File: config.mk
export PLATFORM = sky130hd
export DESIGN_NAME = booth_mul_arbiter
export DESIGN_NICKNAME = d
export VERILOG_FILES = /design/src/rtl/booth_pkg.sv /design/src/rtl/booth_rsp_fifo.sv /design/src/rtl/booth_mul_arbiter.sv
export SDC_FILE = /design/constraint.sdc
export NUM_CORES = 1
export LEC_CHECK = 0
export ABC_AREA = 1
export CORE_ASPECT_RATIO = 1.75
export CORE_MARGIN = 5
export CORE_UTILIZATION = 50
export DETAILED_ROUTE_END_ITERATION = 8
export GPL_TIMING_DRIVEN = 0
export MAX_ROUTING_LAYER = met4
export PLACE_DENSITY = 0.79
export SLEW_MARGIN = 25
export SYNTH_ARGS = -nofsm -noshare
export SYNTH_HDL_FRONTEND = slang
export SYNTH_SLANG_ARGS = --single-unit
File: constraint.sdc
create_clock -name clk -period 3.25 [get_ports clk]
set_input_delay 0.325 -clock clk [delete_from_list [all_inputs] [get_ports clk]]
set_output_delay 0.325 -clock clk [all_outputs]
set_load 0.01 [all_outputs]
File: src/rtl/booth_pkg.sv
// booth_pkg: shared defaults, response-FIFO depth derivation and the in-flight tag type
// used by booth_mul_arbiter and its response FIFO.
package booth_pkg;

  localparam int BITWIDTH_DEF = 16;
  localparam int MUL_LAT_DEF  = 2;
  localparam int NREQ_DEF     = 4;
  localparam int ID_W         = $clog2(NREQ_DEF);

  // Enough slots for every tag in the pipeline plus slack so a full pipe never stalls issue.
  function automatic int fifo_depth(input int mul_lat);
    return mul_lat + 3;
  endfunction

  typedef struct packed {
    logic            valid;
    logic [ID_W-1:0] id;
  } tag_t;

endpackage

File: src/rtl/booth_rsp_fifo.sv
// booth_rsp_fifo: synchronous FIFO with wrapping pointers and an exposed occupancy count.
module booth_rsp_fifo #(
  parameter int WIDTH = 34,
  parameter int DEPTH = 5,
  localparam int PW = (DEPTH > 1) ? $clog2(DEPTH) : 1,
  localparam int CW = $clog2(DEPTH + 1)
) (
  input  logic             clk,
  input  logic             reset,
  input  logic             push,
  input  logic [WIDTH-1:0] din,
  input  logic             pop,
  output logic [WIDTH-1:0] dout,
  output logic             valid,
  output logic [CW-1:0]    count
);

  localparam logic [PW-1:0] PTR_LAST = PW'(DEPTH - 1);
  localparam logic [PW-1:0] PTR_ONE  = PW'(1);
  localparam logic [CW-1:0] CNT_ONE  = CW'(1);

  logic [WIDTH-1:0] mem_q [DEPTH];
  logic [WIDTH-1:0] mem_d [DEPTH];
  logic [PW-1:0]    wr_q, wr_d, rd_q, rd_d;
  logic [CW-1:0]    cnt_q, cnt_d;
  logic             do_pop;

  function automatic logic [PW-1:0] ptr_inc(input logic [PW-1:0] p);
    return (p == PTR_LAST) ? '0 : p + PTR_ONE;
  endfunction

  always_comb begin
    do_pop = pop && (cnt_q != '0);
    mem_d  = mem_q;
    if (push) mem_d[wr_q] = din;
    wr_d  = push ? ptr_inc(wr_q) : wr_q;
    rd_d  = do_pop ? ptr_inc(rd_q) : rd_q;
    cnt_d = cnt_q;
    if (push && !do_pop)      cnt_d = cnt_q + CNT_ONE;
    else if (!push && do_pop) cnt_d = cnt_q - CNT_ONE;
  end

  always_ff @(posedge clk or negedge reset) begin
    if (!reset) begin
      wr_q  <= '0;
      rd_q  <= '0;
      cnt_q <= '0;
      for (int i = 0; i < DEPTH; i++) mem_q[i] <= '0;
    end else begin
      wr_q  <= wr_d;
      rd_q  <= rd_d;
      cnt_q <= cnt_d;
      mem_q <= mem_d;
    end
  end

  assign dout  = mem_q[rd_q];
  assign valid = (cnt_q != '0);
  assign count = cnt_q;

endmodule

File: src/rtl/booth_mul_arbiter.sv
// booth_mul_arbiter: shares one pipelined Booth multiplier among NREQ requesters with tagged,
// credit-protected in-order responses. Define BOOTH_ARB_RR_EN for round-robin, else fixed priority.
module booth_mul_arbiter
  import booth_pkg::*;
#(
  parameter int BITWIDTH = BITWIDTH_DEF,
  parameter int NREQ     = NREQ_DEF,
  parameter int MUL_LAT  = MUL_LAT_DEF
) (
  input  logic                       clk,
  input  logic                       reset,
  input  logic [NREQ-1:0]            req_valid,
  output logic [NREQ-1:0]            req_ready,
  input  logic [NREQ*BITWIDTH-1:0]   req_a,
  input  logic [NREQ*BITWIDTH-1:0]   req_b,
  output logic [BITWIDTH-1:0]        mul_a,
  output logic [BITWIDTH-1:0]        mul_b,
  input  logic [2*BITWIDTH-1:0]      mul_product,
  output logic                       rsp_valid,
  input  logic                       rsp_ready,
  output logic [$clog2(NREQ)-1:0]    rsp_id,
  output logic [2*BITWIDTH-1:0]      rsp_product,
  output logic                       busy
);

  localparam int FIFO_DEPTH = fifo_depth(MUL_LAT);
  localparam int IDW        = $clog2(NREQ);
  localparam int PRW        = 2 * BITWIDTH;
  localparam int FW         = IDW + PRW;
  localparam int CW         = $clog2(FIFO_DEPTH + 1);

  tag_t                tag_q [MUL_LAT+1];
  tag_t                tag_d [MUL_LAT+1];
  logic [BITWIDTH-1:0] mul_a_q, mul_a_d, mul_b_q, mul_b_d;
  logic [IDW-1:0]      start_idx, cand, gnt_id;
  logic                gnt_found, gnt_vld, credit_ok;
  logic [CW-1:0]       fifo_cnt;
  logic [FW-1:0]       fifo_dout;
  int                  inflight;

`ifdef BOOTH_ARB_RR_EN
  logic [IDW-1:0] ptr_q, ptr_d;

  always_comb begin
    ptr_d = ptr_q;
    if (gnt_vld) ptr_d = (int'(gnt_id) == NREQ - 1) ? '0 : gnt_id + IDW'(1);
  end

  always_ff @(posedge clk or negedge reset) begin
    if (!reset) ptr_q <= '0;
    else        ptr_q <= ptr_d;
  end

  assign start_idx = ptr_q;
`else
  assign start_idx = '0;
`endif

  // Scan starts at start_idx; with fixed priority that is always requester 0.
  always_comb begin
    cand      = '0;
    gnt_found = 1'b0;
    gnt_id    = '0;
    for (int k = 0; k < NREQ; k++) begin
      cand = IDW'((int'(start_idx) + k) % NREQ);
      if (!gnt_found && req_valid[cand]) begin
        gnt_found = 1'b1;
        gnt_id    = cand;
      end
    end
  end

  // Credits use pre-pop occupancy, so a pop frees its slot only from the next cycle.
  always_comb begin
    inflight = 0;
    for (int j = 0; j <= MUL_LAT; j++)
      if (tag_q[j].valid) inflight = inflight + 1;
    credit_ok = reset && ((inflight + int'(fifo_cnt)) < FIFO_DEPTH);
    gnt_vld   = gnt_found && credit_ok;
    req_ready = '0;
    if (gnt_vld) req_ready[gnt_id] = 1'b1;
    busy = (inflight != 0) || (fifo_cnt != '0);
  end

  always_comb begin
    mul_a_d  = gnt_vld ? req_a[int'(gnt_id)*BITWIDTH +: BITWIDTH] : mul_a_q;
    mul_b_d  = gnt_vld ? req_b[int'(gnt_id)*BITWIDTH +: BITWIDTH] : mul_b_q;
    tag_d[0] = '{valid: gnt_vld, id: gnt_id};
    for (int j = 1; j <= MUL_LAT; j++) tag_d[j] = tag_q[j-1];
  end

  always_ff @(posedge clk or negedge reset) begin
    if (!reset) begin
      mul_a_q <= '0;
      mul_b_q <= '0;
      for (int j = 0; j <= MUL_LAT; j++) tag_q[j] <= '0;
    end else begin
      mul_a_q <= mul_a_d;
      mul_b_q <= mul_b_d;
      tag_q   <= tag_d;
    end
  end

  assign mul_a = mul_a_q;
  assign mul_b = mul_b_q;

  booth_rsp_fifo #(
    .WIDTH (FW),
    .DEPTH (FIFO_DEPTH)
  ) u_rsp_fifo (
    .clk   (clk),
    .reset (reset),
    .push  (tag_q[MUL_LAT].valid),
    .din   ({tag_q[MUL_LAT].id, mul_product}),
    .pop   (rsp_ready),
    .dout  (fifo_dout),
    .valid (rsp_valid),
    .count (fifo_cnt)
  );

  assign rsp_id      = fifo_dout[FW-1:PRW];
  assign rsp_product = fifo_dout[PRW-1:0];

endmodule

==> results.md <==
- The flow ran to the end, and the final reports show no timing, DRC or antenna violations.
- The register-to-register setup slack is 360 ps.
- The first global-routing pass estimated 57300 um of wire.
- The remaining antenna violation count is 0.
- The mapped netlist covers 11300 sq um.
- During placement, the flow inserted port buffers numbering 238.
- Of the cells placed in the final design, the portion with a size suffix greater than 1 is 0.0573.
- Dividing the detail-routed wire length by the instance count gives 17.1 um.
- The number of global-route vias before repair came to 11400.
- The number of pins with negative max-slew slack in the final report was 0.
- The kind of capture point of the worst setup path is an output port.
- The largest driver fanout on the critical path is 10.
- The hold-critical path depth is 0.
- In the final design database the tool counted 1983 nets.
- The average size of a mapped cell is 7.36 sq um.
- The register area share after synthesis is 0.487.
- The floorplan step defined a die boundary enclosing 25800 sq um.
- The worst pin sits at a relative slew slack of 0.565.
- The number of sinks on the clock net is 220.
- For this design the ratio of total power to cell area is 953 nW/um^2.
- The finished layout holds 2113 standard cells, fillers aside.
- Summed over all layers, the routed wires come to 36000 um.
- Setup violations remaining at the end of the flow were counted as 0.
- The HPWL after detailed placement is 27300 um.
- In this run, the number of DRC markers left after iteration 0 of detailed routing was 833.
- The final hold violation count is 0.
- Row generation in the floorplan step produced 72 rows.
- The final hold slack is 348 ps.
- The setup slack after placement is -220 ps.
- The worst-skew pair later-pin latency is 490 ps.
- Dividing the final minimum period by the clock period gives 0.989.
- The routed via count is 11000.
- The final clock skew is 9.91 ps.
- Counting flops and latches in the post-synthesis netlist gives 220.
- The number of enable flip-flop cells after synthesis is 0.
- In this run the static leakage power is 7.60 nW.
- The peak supply drop is 0.395 mV.
- Setup slack on the critical path of the routed design comes to 35.7 ps.
- The time the final worst path needs with I/O delays and setup is 3210 ps.
- The starting density of the core is 0.508.
- The first detailed-routing pass took 5 iterations.
- The floorplan step set the die height to 209 um.
- For this run, the leading register cell type out of synthesis is sky130_fd_sc_hd__dfrtp_1.
- The post-detailed-route DRC marker count is 0.
- The top-level I/O count is 239.
- For this run, the total global-route usage over all layers was measured as 0.289.
- Entering global routing, the biggest net connects 91 pins.
- Clock-pin slew was measured on the worst setup and hold paths at 70 ps.
- The number of buffers created by CTS is 20.
- In the synthesized netlist the async set-or-reset flop fraction comes to 1.00.
- The area inside the core boundary is 22300 sq um.
- The congestion estimate from routability-driven global placement came to 0.986.
- The die span in x is 124 um.
- Derived from the worst setup path, the maximum achievable clock frequency is 311 MHz.
- Using the TritonRoute via totals, the vias-per-cell ratio works out to 5.22.
- The cell depth of the worst flop-to-flop path is 15.
- For the pin with the worst max-slew slack, the measured transition is 653 ps.
- Relative to the synthesized area, the layout overhead comes to 31.0%.
- Global routing finished with a remaining overflow of 0.
- The worst hold path belongs to the class flop to flop.
- The number of nets produced by synthesis is 1716.
- CTS placed an instance of sky130_fd_sc_hd__clkbuf_16 at the clock tree root.
- The kind of critical path is flop to output port.
- The longest clock path from root to sink contains 3 buffers.
- The instance count after placement with tap cells included is 2073.
- The count of mapped cells out of synthesis is 1537.
- STA classifies the critical path startpoint as a flop.
- The destination of the worst hold path is tag_q[1].
- TritonCTS built the clock tree.
- The reg-to-reg critical path startpoint is tag_d[5].
- Across the run, the number of max-cap violations was 0.
- The data required time at the worst endpoint is 2920 ps.
- The number of warnings issued by yosys is 0.
- STA puts the critical path data arrival time at 2890 ps.
- Yosys mapped the design onto 28 distinct sky130hd cell types.
- Setup repair after global routing could not meet its margin everywhere.
- The number of antenna violations at the first check in global routing is 1.
- The hold path startpoint is tag_d[1].
- The worst register-to-register path ends at mul_a[10].
- The CTS H-tree depth is 1.
-- cells in the final DEF, fill, tap and decap left out, drive strengths merged, types with 2 or more instances in the layout --
master,count
ha,10
xnor2,3
inv,220
clkbuf,79
o21ai,245
dfrtp,220
a21oi,5
clkinv,5
buf,51
fa,2
nand2,546
nor3,2
clkdlybuf4s50,233
nand3,173
nor2,14
-- how the worst max path moves through the flow --
stage	from	endpoint	slack, ps	cells past startpoint
2_1_floorplan	tag_d[2]	req_ready[0]	520	11
3_3_place_gp	reset	u_rsp_fifo.mem_q[20]	-7340	1
3_5_place_dp	tag_d[2]	req_ready[1]	-220	12
4_1_cts	tag_d[2]	req_ready[1]	-100	12
5_1_grt	tag_d[5]	req_ready[1]	-80	12
6_report	u_rsp_fifo.rd_q[1]	rsp_product[24]	40	6
-- flip-flops by register name, indices dropped and copies added (netlist names) --
name              flops
tag_d                 6
u_rsp_fifo.wr_q       3
u_rsp_fifo.count      3
tag_q                 3
mul_a                16
u_rsp_fifo.mem_q    170
u_rsp_fifo.rd_q       3
mul_b                16
-- worst max-delay path, cell delays in order, from the launching register on --
cell                              delay [ps]
sky130_fd_sc_hd__dfrtp_1                 380
sky130_fd_sc_hd__buf_2                   200
sky130_fd_sc_hd__inv_2                   240
sky130_fd_sc_hd__nand3_2                 270
sky130_fd_sc_hd__clkbuf_2                310
sky130_fd_sc_hd__o21ai_0                 390
sky130_fd_sc_hd__clkdlybuf4s50_1         620
-- power breakdown --
group / switching, mW / internal (mW)
registers: 0.763 / 4.11
logic: 3.93 / 2.97
clock network: 1.03 / 1.31
total: 5.73 / 8.39
-- cells in the mapped netlist (2+ instances only) --
library cell,instances,area (sq um)
sky130_fd_sc_hd__inv_2,6,22.5
sky130_fd_sc_hd__nor2_4,3,33.8
sky130_fd_sc_hd__o21ai_1,5,25.0
sky130_fd_sc_hd__buf_1,4,15.0
sky130_fd_sc_hd__nand3_1,172,861
sky130_fd_sc_hd__o21ai_2,2,17.5
sky130_fd_sc_hd__inv_1,214,803
sky130_fd_sc_hd__fa_1,2,40.0
sky130_fd_sc_hd__nor3_1,2,10.0
sky130_fd_sc_hd__dfrtp_1,220,5510
sky130_fd_sc_hd__xnor2_1,3,26.3
sky130_fd_sc_hd__buf_2,26,130
sky130_fd_sc_hd__a21oi_1,5,25.0
sky130_fd_sc_hd__clkbuf_1,49,184
sky130_fd_sc_hd__buf_6,9,101
sky130_fd_sc_hd__ha_1,10,125
sky130_fd_sc_hd__nand2_1,545,2050
sky130_fd_sc_hd__o21ai_0,238,1190
sky130_fd_sc_hd__nor2_1,10,37.5
sky130_fd_sc_hd__buf_4,4,30.0
-- cells by family (layout without fill, tap and decap cells) --
family,count (synthesis),in the layout,synth area share
flops,220,220,0.487
fa+ha+maj,12,12,0.0146
compound gates,252,252,0.113
simple gates,737,737,0.269
other cells,0,1,0
xor+xnor,4,4,0.00310
buf+inv,312,591,0.114
-- cell type report --
type / instances / area, sq um
inverter: 220 / 826
clock inverter: 7 / 66.3
antenna: 1 / 2.50
fill: 1916 / 7440
timing repair buffer: 246 / 2470
tap: 296 / 370
multi-input combinational: 1005 / 4550
buffer: 91 / 454
clock buffer: 27 / 568
sequential: 220 / 5510
-- stage by stage --
stage | utilization | setup TNS (ps) | instance area [sq um] | power (mW)
after floorplan | - | 0 | 11300 | 8.61
after global placement | 0.632 | -1831940 | 14100 | 11.4
after detailed placement | 0.635 | -809 | 14100 | 11.6
after CTS | 0.665 | -99.1 | 14800 | 14.1
after global routing | 0.666 | -81.7 | 14800 | 15.2
final | 0.666 | 0 | 14800 | 14.1
-- layer usage --
layer,wire length (um),track usage,vias to the layer above,share of wire
li1,-,-,5310,-
met1,12400,0.298,5106,0.34
met2,19200,0.525,510,0.53
met3,2850,0.0528,100,0.079
met4,1520,0.119,0,0.042
met5,0,-,-,0
-- repair_timing --
action,4_1_cts,5_1_grt
resized for setup,12,13
buffers inserted,3,2
pin swaps,1,1
setup endpoints to repair,10,4
hold endpoints to repair,77,0
gates cloned,0,0
hold buffers,1,0
Note: power is estimated with default switching activity, not from simulation.
